--- config.mk ---
export PLATFORM = sky130hd
export DESIGN_NAME = step_driver_flat
export DESIGN_NICKNAME = d
export VERILOG_FILES = /design/src/rtl/step_driver_if.sv /design/src/rtl/step_driver.sv /design/src/flat_wrapper.sv
export SDC_FILE = /design/constraint.sdc
export NUM_CORES = 1
export LEC_CHECK = 0
export ABC_AREA = 1
export CORE_MARGIN = 2
export CORE_UTILIZATION = 47
export CTS_BUF_LIST = sky130_fd_sc_hd__clkbuf_16
export CTS_CLUSTER_DIAMETER = 120
export DETAILED_ROUTE_END_ITERATION = 6
export PLACE_DENSITY = 0.77
export SLEW_MARGIN = 15
export SYNTH_ARGS = -nofsm -noshare
export SYNTH_HDL_FRONTEND = slang
export SYNTH_SLANG_ARGS = --single-unit
--- constraint.sdc ---
create_clock -name CLK -period 1.5 [get_ports CLK]
set_clock_uncertainty 0.15 [all_clocks]
set_input_delay 0.3 -clock CLK [delete_from_list [all_inputs] [get_ports CLK]]
set_output_delay 0.3 -clock CLK [all_outputs]
set_load 0.01 [all_outputs]
--- src/rtl/step_driver_if.sv ---
// step_driver_if: burst request, downstream strobes and status for step_driver.
interface step_driver_if #(
    parameter int CNT_W = 8,
    parameter int GAP_W = 4
);
    logic             start;
    logic [CNT_W-1:0] step_count;
    logic [GAP_W-1:0] gap;
    logic             y_in;
    logic             x_out;
    logic             busy;
    logic             done;
    logic             mismatch;
    logic [1:0]       phase;
    logic [CNT_W-1:0] wraps;
    modport master (
        output start, step_count, gap, y_in,
        input  x_out, busy, done, mismatch, phase, wraps
    );
    modport slave (
        input  start, step_count, gap, y_in,
        output x_out, busy, done, mismatch, phase, wraps
    );
endinterface

--- src/rtl/step_driver.sv ---
// step_driver: emits bursts of x strobes with programmable gaps and checks the
// downstream divide-by-4 FSM's y return against a mirrored copy of its state.
module step_driver #(
    parameter int CNT_W = 8,
    parameter int GAP_W = 4
) (
    input logic        CLK,
    input logic        RST,
    step_driver_if.slave bus
);
    typedef enum logic [1:0] {IDLE, PULSE, GAP, DONE} state_t;
    state_t           state_q, state_d;
    logic [CNT_W-1:0] remaining_q, remaining_d;
    logic [GAP_W-1:0] gap_q, gap_d;
    logic [GAP_W-1:0] gap_cnt_q, gap_cnt_d;
    logic [1:0]       phase_q, phase_d;
    logic [CNT_W-1:0] wraps_q, wraps_d;
    logic             mismatch_q, mismatch_d;
    logic             exp_y;
    assign exp_y = phase_q == 2'b11;
    always_comb begin
        state_d     = state_q;
        remaining_d = remaining_q;
        gap_d       = gap_q;
        gap_cnt_d   = gap_cnt_q;
        phase_d     = phase_q;
        wraps_d     = wraps_q;
        mismatch_d  = mismatch_q | (bus.y_in & (state_q != PULSE));
        case (state_q)
            IDLE: if (bus.start) begin
                mismatch_d = 1'b0;
                if (bus.step_count != '0) begin
                    remaining_d = bus.step_count;
                    gap_d       = bus.gap;
                    state_d     = PULSE;
                end else begin
                    state_d = DONE;
                end
            end
            PULSE: begin
                // downstream sequence 00->10->11->01 is a 2-bit Johnson step
                phase_d     = {~phase_q[0], phase_q[1]};
                remaining_d = remaining_q - CNT_W'(1);
                if (bus.y_in != exp_y) mismatch_d = 1'b1;
                if (bus.y_in && exp_y) wraps_d = wraps_q + CNT_W'(1);
                if (remaining_q == CNT_W'(1)) begin
                    state_d = DONE;
                end else if (gap_q == '0) begin
                    state_d = PULSE;
                end else begin
                    state_d   = GAP;
                    gap_cnt_d = gap_q;
                end
            end
            GAP: begin
                gap_cnt_d = gap_cnt_q - GAP_W'(1);
                if (gap_cnt_q == GAP_W'(1)) state_d = PULSE;
            end
            default: state_d = IDLE;
        endcase
    end
    always_ff @(posedge CLK) begin
        if (RST) begin
            state_q     <= IDLE;
            remaining_q <= '0;
            gap_q       <= '0;
            gap_cnt_q   <= '0;
            phase_q     <= 2'b00;
            wraps_q     <= '0;
            mismatch_q  <= 1'b0;
        end else begin
            state_q     <= state_d;
            remaining_q <= remaining_d;
            gap_q       <= gap_d;
            gap_cnt_q   <= gap_cnt_d;
            phase_q     <= phase_d;
            wraps_q     <= wraps_d;
            mismatch_q  <= mismatch_d;
        end
    end
    assign bus.x_out    = state_q == PULSE;
    assign bus.busy     = (state_q == PULSE) || (state_q == GAP);
    assign bus.done     = state_q == DONE;
    assign bus.mismatch = mismatch_q;
    assign bus.phase    = phase_q;
    assign bus.wraps    = wraps_q;
endmodule

--- src/flat_wrapper.sv ---
// flat-port wrapper written by rule: the top's interface ports become plain ports
module step_driver_flat 
#(
    parameter int CNT_W = 8,
    parameter int GAP_W = 4
)
  (CLK, RST, bus_start, bus_step_count, bus_gap, bus_y_in, bus_x_out, bus_busy, bus_done, bus_mismatch, bus_phase, bus_wraps);
  step_driver_if #(.CNT_W(CNT_W), .GAP_W(GAP_W)) bus_i ();
  input logic CLK;
  input logic RST;
  input wire logic [$bits(bus_i.start)-1:0] bus_start;
  input wire logic [$bits(bus_i.step_count)-1:0] bus_step_count;
  input wire logic [$bits(bus_i.gap)-1:0] bus_gap;
  input wire logic [$bits(bus_i.y_in)-1:0] bus_y_in;
  output wire logic [$bits(bus_i.x_out)-1:0] bus_x_out;
  output wire logic [$bits(bus_i.busy)-1:0] bus_busy;
  output wire logic [$bits(bus_i.done)-1:0] bus_done;
  output wire logic [$bits(bus_i.mismatch)-1:0] bus_mismatch;
  output wire logic [$bits(bus_i.phase)-1:0] bus_phase;
  output wire logic [$bits(bus_i.wraps)-1:0] bus_wraps;
  assign bus_i.start = bus_start;
  assign bus_i.step_count = bus_step_count;
  assign bus_i.gap = bus_gap;
  assign bus_i.y_in = bus_y_in;
  assign bus_x_out = bus_i.x_out;
  assign bus_busy = bus_i.busy;
  assign bus_done = bus_i.done;
  assign bus_mismatch = bus_i.mismatch;
  assign bus_phase = bus_i.phase;
  assign bus_wraps = bus_i.wraps;
  step_driver #(.CNT_W(CNT_W), .GAP_W(GAP_W)) u_core (.CLK(CLK), .RST(RST), .bus(bus_i));
endmodule
# Yosys cells after proc, flatten, opt, wreduce, memory -nomap -nowiden
# Index checks and enable logic that the tools add are counted.
[totals]
regBits = 29
inputBits = 16
output_inout_bits = 14
word_cells = 53
[classes]
addsub = 3
n_eq_ne = 13
muxes = 15
bitwise_logic = 3
reduce_logical = 12
[ops]
columns = ["cell", "count"]
rows = [
  ["2-to-1 mux 8 bit", 2],
  ["case mux 8 bit (2 select lines)", 1],
  ["2-to-1 mux 2 bit", 5],
  ["AND reduction 3 bit", 3],
  ["adder 8 x 1 -> 8 bit, second input constant", 1],
  ["equality test 8 x 1 -> 1 bit, second input constant", 1],
  ["2-to-1 mux 4 bit", 2],
  ["case mux 4 bit (2 select lines)", 1],
  ["nonzero test 8 bit", 1],
  ["subtractor 8 x 1 -> 8 bit, second input constant", 1],
  ["equality test 2 bit, second input constant", 3],
  ["inequality test 2 x 1 -> 1 bit, second input constant", 3],
  ["inequality test 2 bit, second input constant", 3],
  ["case mux 2 bit (3 select lines)", 1],
  ["equality test 4 x 1 -> 1 bit, second input constant", 1],
  ["zero test 4 bit", 1],
  ["AND reduction 2 bit", 2],
  ["nonzero test 2 bit", 2],
  ["subtractor 4 x 1 -> 4 bit, second input constant", 1],
  ["equality test 2 x 1 -> 1 bit, second input constant", 1],
  ["zero test 2 bit", 1],
  ["2-to-1 mux 1 bit", 2],
  ["case mux 1 bit (2 select lines)", 1],
  ["bitwise AND 1 bit", 1],
  ["other kinds (5)", 5],
]

# Longest topological paths before layout
[depth]
depth_word = 5
ltp_mapped = 11
ltp_nobuf = 11

# Least setup slack after synthesis
# No wires, ideal clock.
[synth_timing]
path_type = "register -> register"
start = "reg u_core.state_q[1]"
end = "reg u_core.wraps_q[6], in the netlist u_core.bus.wraps[6]"
setup_ps = 119
arrival_ps = 1327
required_ps = 1231
path_slack_ps = -97
stages_incl_launch_ff = 11
path_buffers = 1
synth_period_minus_slack_ps = 1597
cell_sequence = "dfxtp_1 > inv_1 > ha_1 > buf_4 > nand2_2 > inv_2 > nand2_2 > nor2_2 > nand3_1 > o21ai_0 > a21oi_1"
[synth_between]
elab_chain_cells = 2
[synth_rtl]
columns = ["item", "line", "source"]
rows = [
  ["start, declared", "step_driver.sv:12", "state_t state_q, state_d;"],
  ["start signal, assigned", "step_driver.sv:72", "state_q <= state_d;"],
  ["equality test 2 x 1 -> 1 bit", "--", ""],
  ["net bus_x_out", "flat_wrapper.sv:15", "output wire logic [$bits(bus_i.x_out)-1:0] bus_x_out;"],
  ["AND reduction 2 bit (no line)", "--", ""],
  ["end signal, assigned", "step_driver.sv:77", "wraps_q <= wraps_d;"],
  ["end, declared", "step_driver.sv:17", "logic [CNT_W-1:0] wraps_q, wraps_d;"],
]
# The timed path passes the listed nets, and every way through them passes these cells.
# A chain may end at the register's enable or synchronous reset.

# Worst setup path after layout
[layout_timing]
start = "reg u_core.state_q[1]"
end = "reg u_core.remaining_q[7]"
[layout_between]
elab_chain_cells = 3
word_cells_on_any_way = 7
classes_between = "eq/ne (3); mux (1); reduce/logical (3)"
[layout_rtl]
columns = ["item", "line", "source"]
rows = [
  ["zero test 2 bit / equality test 2 x 1 -> 1 bit (equally long branches)", "step_driver.sv:29", "case (state_q)"],
  ["inequality test 2 x 1 -> 1 bit (no line), or another cell as far along", "--", ""],
  ["AND reduction 3 bit (no line)", "--", ""],
  ["end signal, assigned", "step_driver.sv:73", "remaining_q <= remaining_d;"],
  ["end, declared", "step_driver.sv:13", "logic [CNT_W-1:0] remaining_q, remaining_d;"],
]
# Several ways; a longest one is shown, not always the timed one.

==> results.md <==
- Cells after DPL: roughly 350
- Yosys reg bits: 29
- Pleak: 1.37 nW
- Post-synthesis compound-gate area fraction: roughly 14%
- Layout cells sized above 1: about a third
- CTS tree: built
- First-pass GRT wire length: 6980 um
- Worst Path Arrival: roughly 1.7 ns
- Reg clk slew, reported paths: 0.05 ns
- Hold Violations, Final: 0
- Clock sinks: 29
- Synthesis Warnings: 0
- Synth Area in Adders: around 7.4%
- Root Driver: clkbuf_16
- Startpoint Class: flop
- Non-filler cells, final: approximately 370
- Number of max-cap violations: 0
- Starting Density: 49.8%
- Hpwl dp: roughly 3000 um
- Total Routing Usage GR: a little over a fifth
- WS Path Type: reg2reg
- Vias/cell: just over 5
- Setup tns final: -2.02 ns
- Clk buf depth: 2
- Setup ws final: -0.150 ns
- Mux cell area share after synthesis: less than 1%
- Final setup violation count: 24
- Core Area: ~3400 um^2
- Final Wtd Congestion: roughly 0.9
- Main combinational cell family by area after synthesis: simple AND/OR/NAND/NOR gates
- Seq/Total Area, Yosys: between 30% and 40%
- Xor-xnor portion of the synthesized cell area: just over 1%
- Outcome: finished with violations
- Failing checks: negative setup slack
- Port Buf Inserts: 29
- Synth top area cells: dfxtp_1 (34%), nand2_1 (14%), nor2_1 (8.6%), ha_1 (7.4%), o21ai_0 (6.5%)
- Final ANT Viol Nets: 0
- Simple logic cell fraction of the synthesized area: about 34%
- Yosys top cell area share: approximately a third
- Routed wire length: between 5000 and 6000 um
- Largest net degree at the start of global routing: 19
- CTS H-tree lvls: 2
- Post-route total power: between 0.004 and 0.005 W
- CP startpoint: u_core.state_q[1]
- Tightest Pin Transition: 0.323 ns
- Post-Synthesis Cells: 256
- Number of buffers created by CTS: 5
- Total grt overflow: 0
- Peak VDD IR: between 1 and 1.5 mV
- Final min period: about 1.6 ns
- Vias in the first global route: approximately 1600
- Cts hold-fix bufs: 0
- Num rows: 21
- Commonest non-fill, non-tap cells in the layout: nand2_1 (53), nor2_1 (33), dfxtp_1 (26)
- Syn Area/Cell: roughly 6.6 um^2
- Ratio of final minimum period to clock period: 110%
- Yosys top cell by area: dfxtp_1
- Drt first pass iters: 4
- Clock Latency Late Sink: 0.27 ns
- Worst hold slack: around 0.19 ns
- Slew headroom: roughly 78%
- Area grow syn2layout: 60.8%
- Hold crit path type: in2reg
- Crit Path Max Fanout: 8
- DR iter-0 viols: roughly 110
- N_diodes: 0
- Post-synthesis cell type count: 27
- Fin util: around 80%
- Worst Path Required: between 1.5 and 2 ns
- Die Y-Extent: about 64 um
- Most common cell after layout, fill and taps aside: nand2_1
- Die width: between 60 and 70 um
- Power per Cell Area: 1800 nW/um^2
- DRC: 0
- Max-slew violation count: 0
- RSZ-0062 raised after global routing: true
- Ports: 30
- Syn nets: ~280
- FMAX: ~0.61 GHz
- Initial antenna violation count: 0
- Drt wl/cell: around 14 um
- Worst Hold Launch: bus_y_in
- Fillers: 235
- Cell Area, Synth: around 1700 um^2
- R2R Path Start: u_core.state_q[1]
- Die ar.: around 4100 um^2
- CP Capture Type: flop
- Final nets: ~350
- Detailed-route via count: between 1500 and 2000
flip-flops by register name (all words and copies together), names as in the netlist:
name,count
u_core.state_q,2
u_core.bus.mismatch,1
u_core.bus.wraps,8
u_core.remaining_q,8
u_core.gap_q,4
u_core.bus.phase,2
u_core.gap_cnt_q,4
logic make-up (layout without fill, tap and decap cells):
kind of cell / Yosys count / after routing
AO/OA/AOI/OAI: 44 / 44
multiplexers: 1 / 1
flip-flops: 29 / 29
XOR/XNOR: 2 / 2
adder cells (fa/ha/maj): 10 / 10
buffers and inverters: 36 / 102
AND/OR/NAND/NOR: 134 / 134
cell usage after synthesis:
cell and instances:
nand3_2 1, xor2_1 2, or2_2 1, nand2_4 1
nor2_4 1, a21oi_1 15, buf_2 1, dfxtp_1 29
nor3_1 2, a21oi_2 1, inv_1 28, clkbuf_8 1
inv_2 3, nor2_2 4, ha_1 10, mux2i_1 1
clkbuf_1 1, a221oi_1 1, o21ai_1 4, nand2_2 6
o21ai_4 1, nor2_1 39, nand2_1 65, o21ai_0 22
nand4_1 2, buf_4 2, nand3_1 12
worst paths after layout:
| check | to | slack (ns) | cells after the start |
|---|---|---|---|
| worst max-delay path | u_core.remaining_q[7] | -0.15 | 11 |
| worst min-delay path | u_core.bus.mismatch | 0.19 | 3 |
| worst max register to register | u_core.remaining_q[7] | -0.15 | 11 |
| worst min register to register | u_core.gap_q[2] | 0.32 | 2 |
layer usage:
| layer | vias to the layer above | GRT usage [%] | wire length, um |
|---|---|---|---|
| li1 | 950 | - | - |
| met1 | 865 | 26.8 | 2040 |
| met2 | 65 | 35.9 | 2650 |
| met3 | 18 | 5.46 | 304 |
| met4 | 0 | 10.9 | 149 |
| met5 | - | 0 | 0 |
timing repair:
| action | in CTS | in global routing |
|---|---|---|
| pin swaps | 11 | 30 |
| resized for setup | 49 | 63 |
| setup buffers | 3 | 7 |
| endpoints found under the hold margin | 0 | 0 |
| endpoints found under the setup margin | 36 | 28 |
layout make-up:
| type | instances | area [um^2] | area share (%) |
|---|---|---|---|
| sequential | 29 | 584 | 21.4 |
| tap | 46 | 57.6 | 2.11 |
| timing repair buffer | 64 | 634 | 23.2 |
| clock buffer | 5 | 125 | 4.58 |
| inverter | 31 | 136 | 4.99 |
| clock inverter | 2 | 7.51 | 0.275 |
| multi-input combinational | 191 | 1190 | 43.5 |
through the flow:
stage | setup slack [ns] | instance area [um^2]
2_1_floorplan | 0.0117 | 1720
3_3_place_gp | -0.292 | 2280
3_5_place_dp | -0.342 | 2280
4_1_cts | -0.105 | 2460
5_1_grt | -0.231 | 2730
6_report | -0.150 | 2730
report_power, final:
group | leakage [nW] | internal, W | switching, W
clock | 0.0685 | 0.000590 | 0.000319
combinational | 1.06 | 0.00128 | 0.00156
sequential | 0.239 | 0.000997 | 0.000185
critical path, stage by stage (launching register included):
cell      delay [ns]
dfxtp_2         0.31
inv_2           0.06
buf_6           0.09
ha_4            0.13
buf_12          0.12
buf_12          0.12
clkinv_8        0.07
a21oi_4         0.14
nand2_4         0.12
nor2_2          0.10
nand2_1         0.05
a21oi_1         0.11
Power figures use the tool's default switching activity.
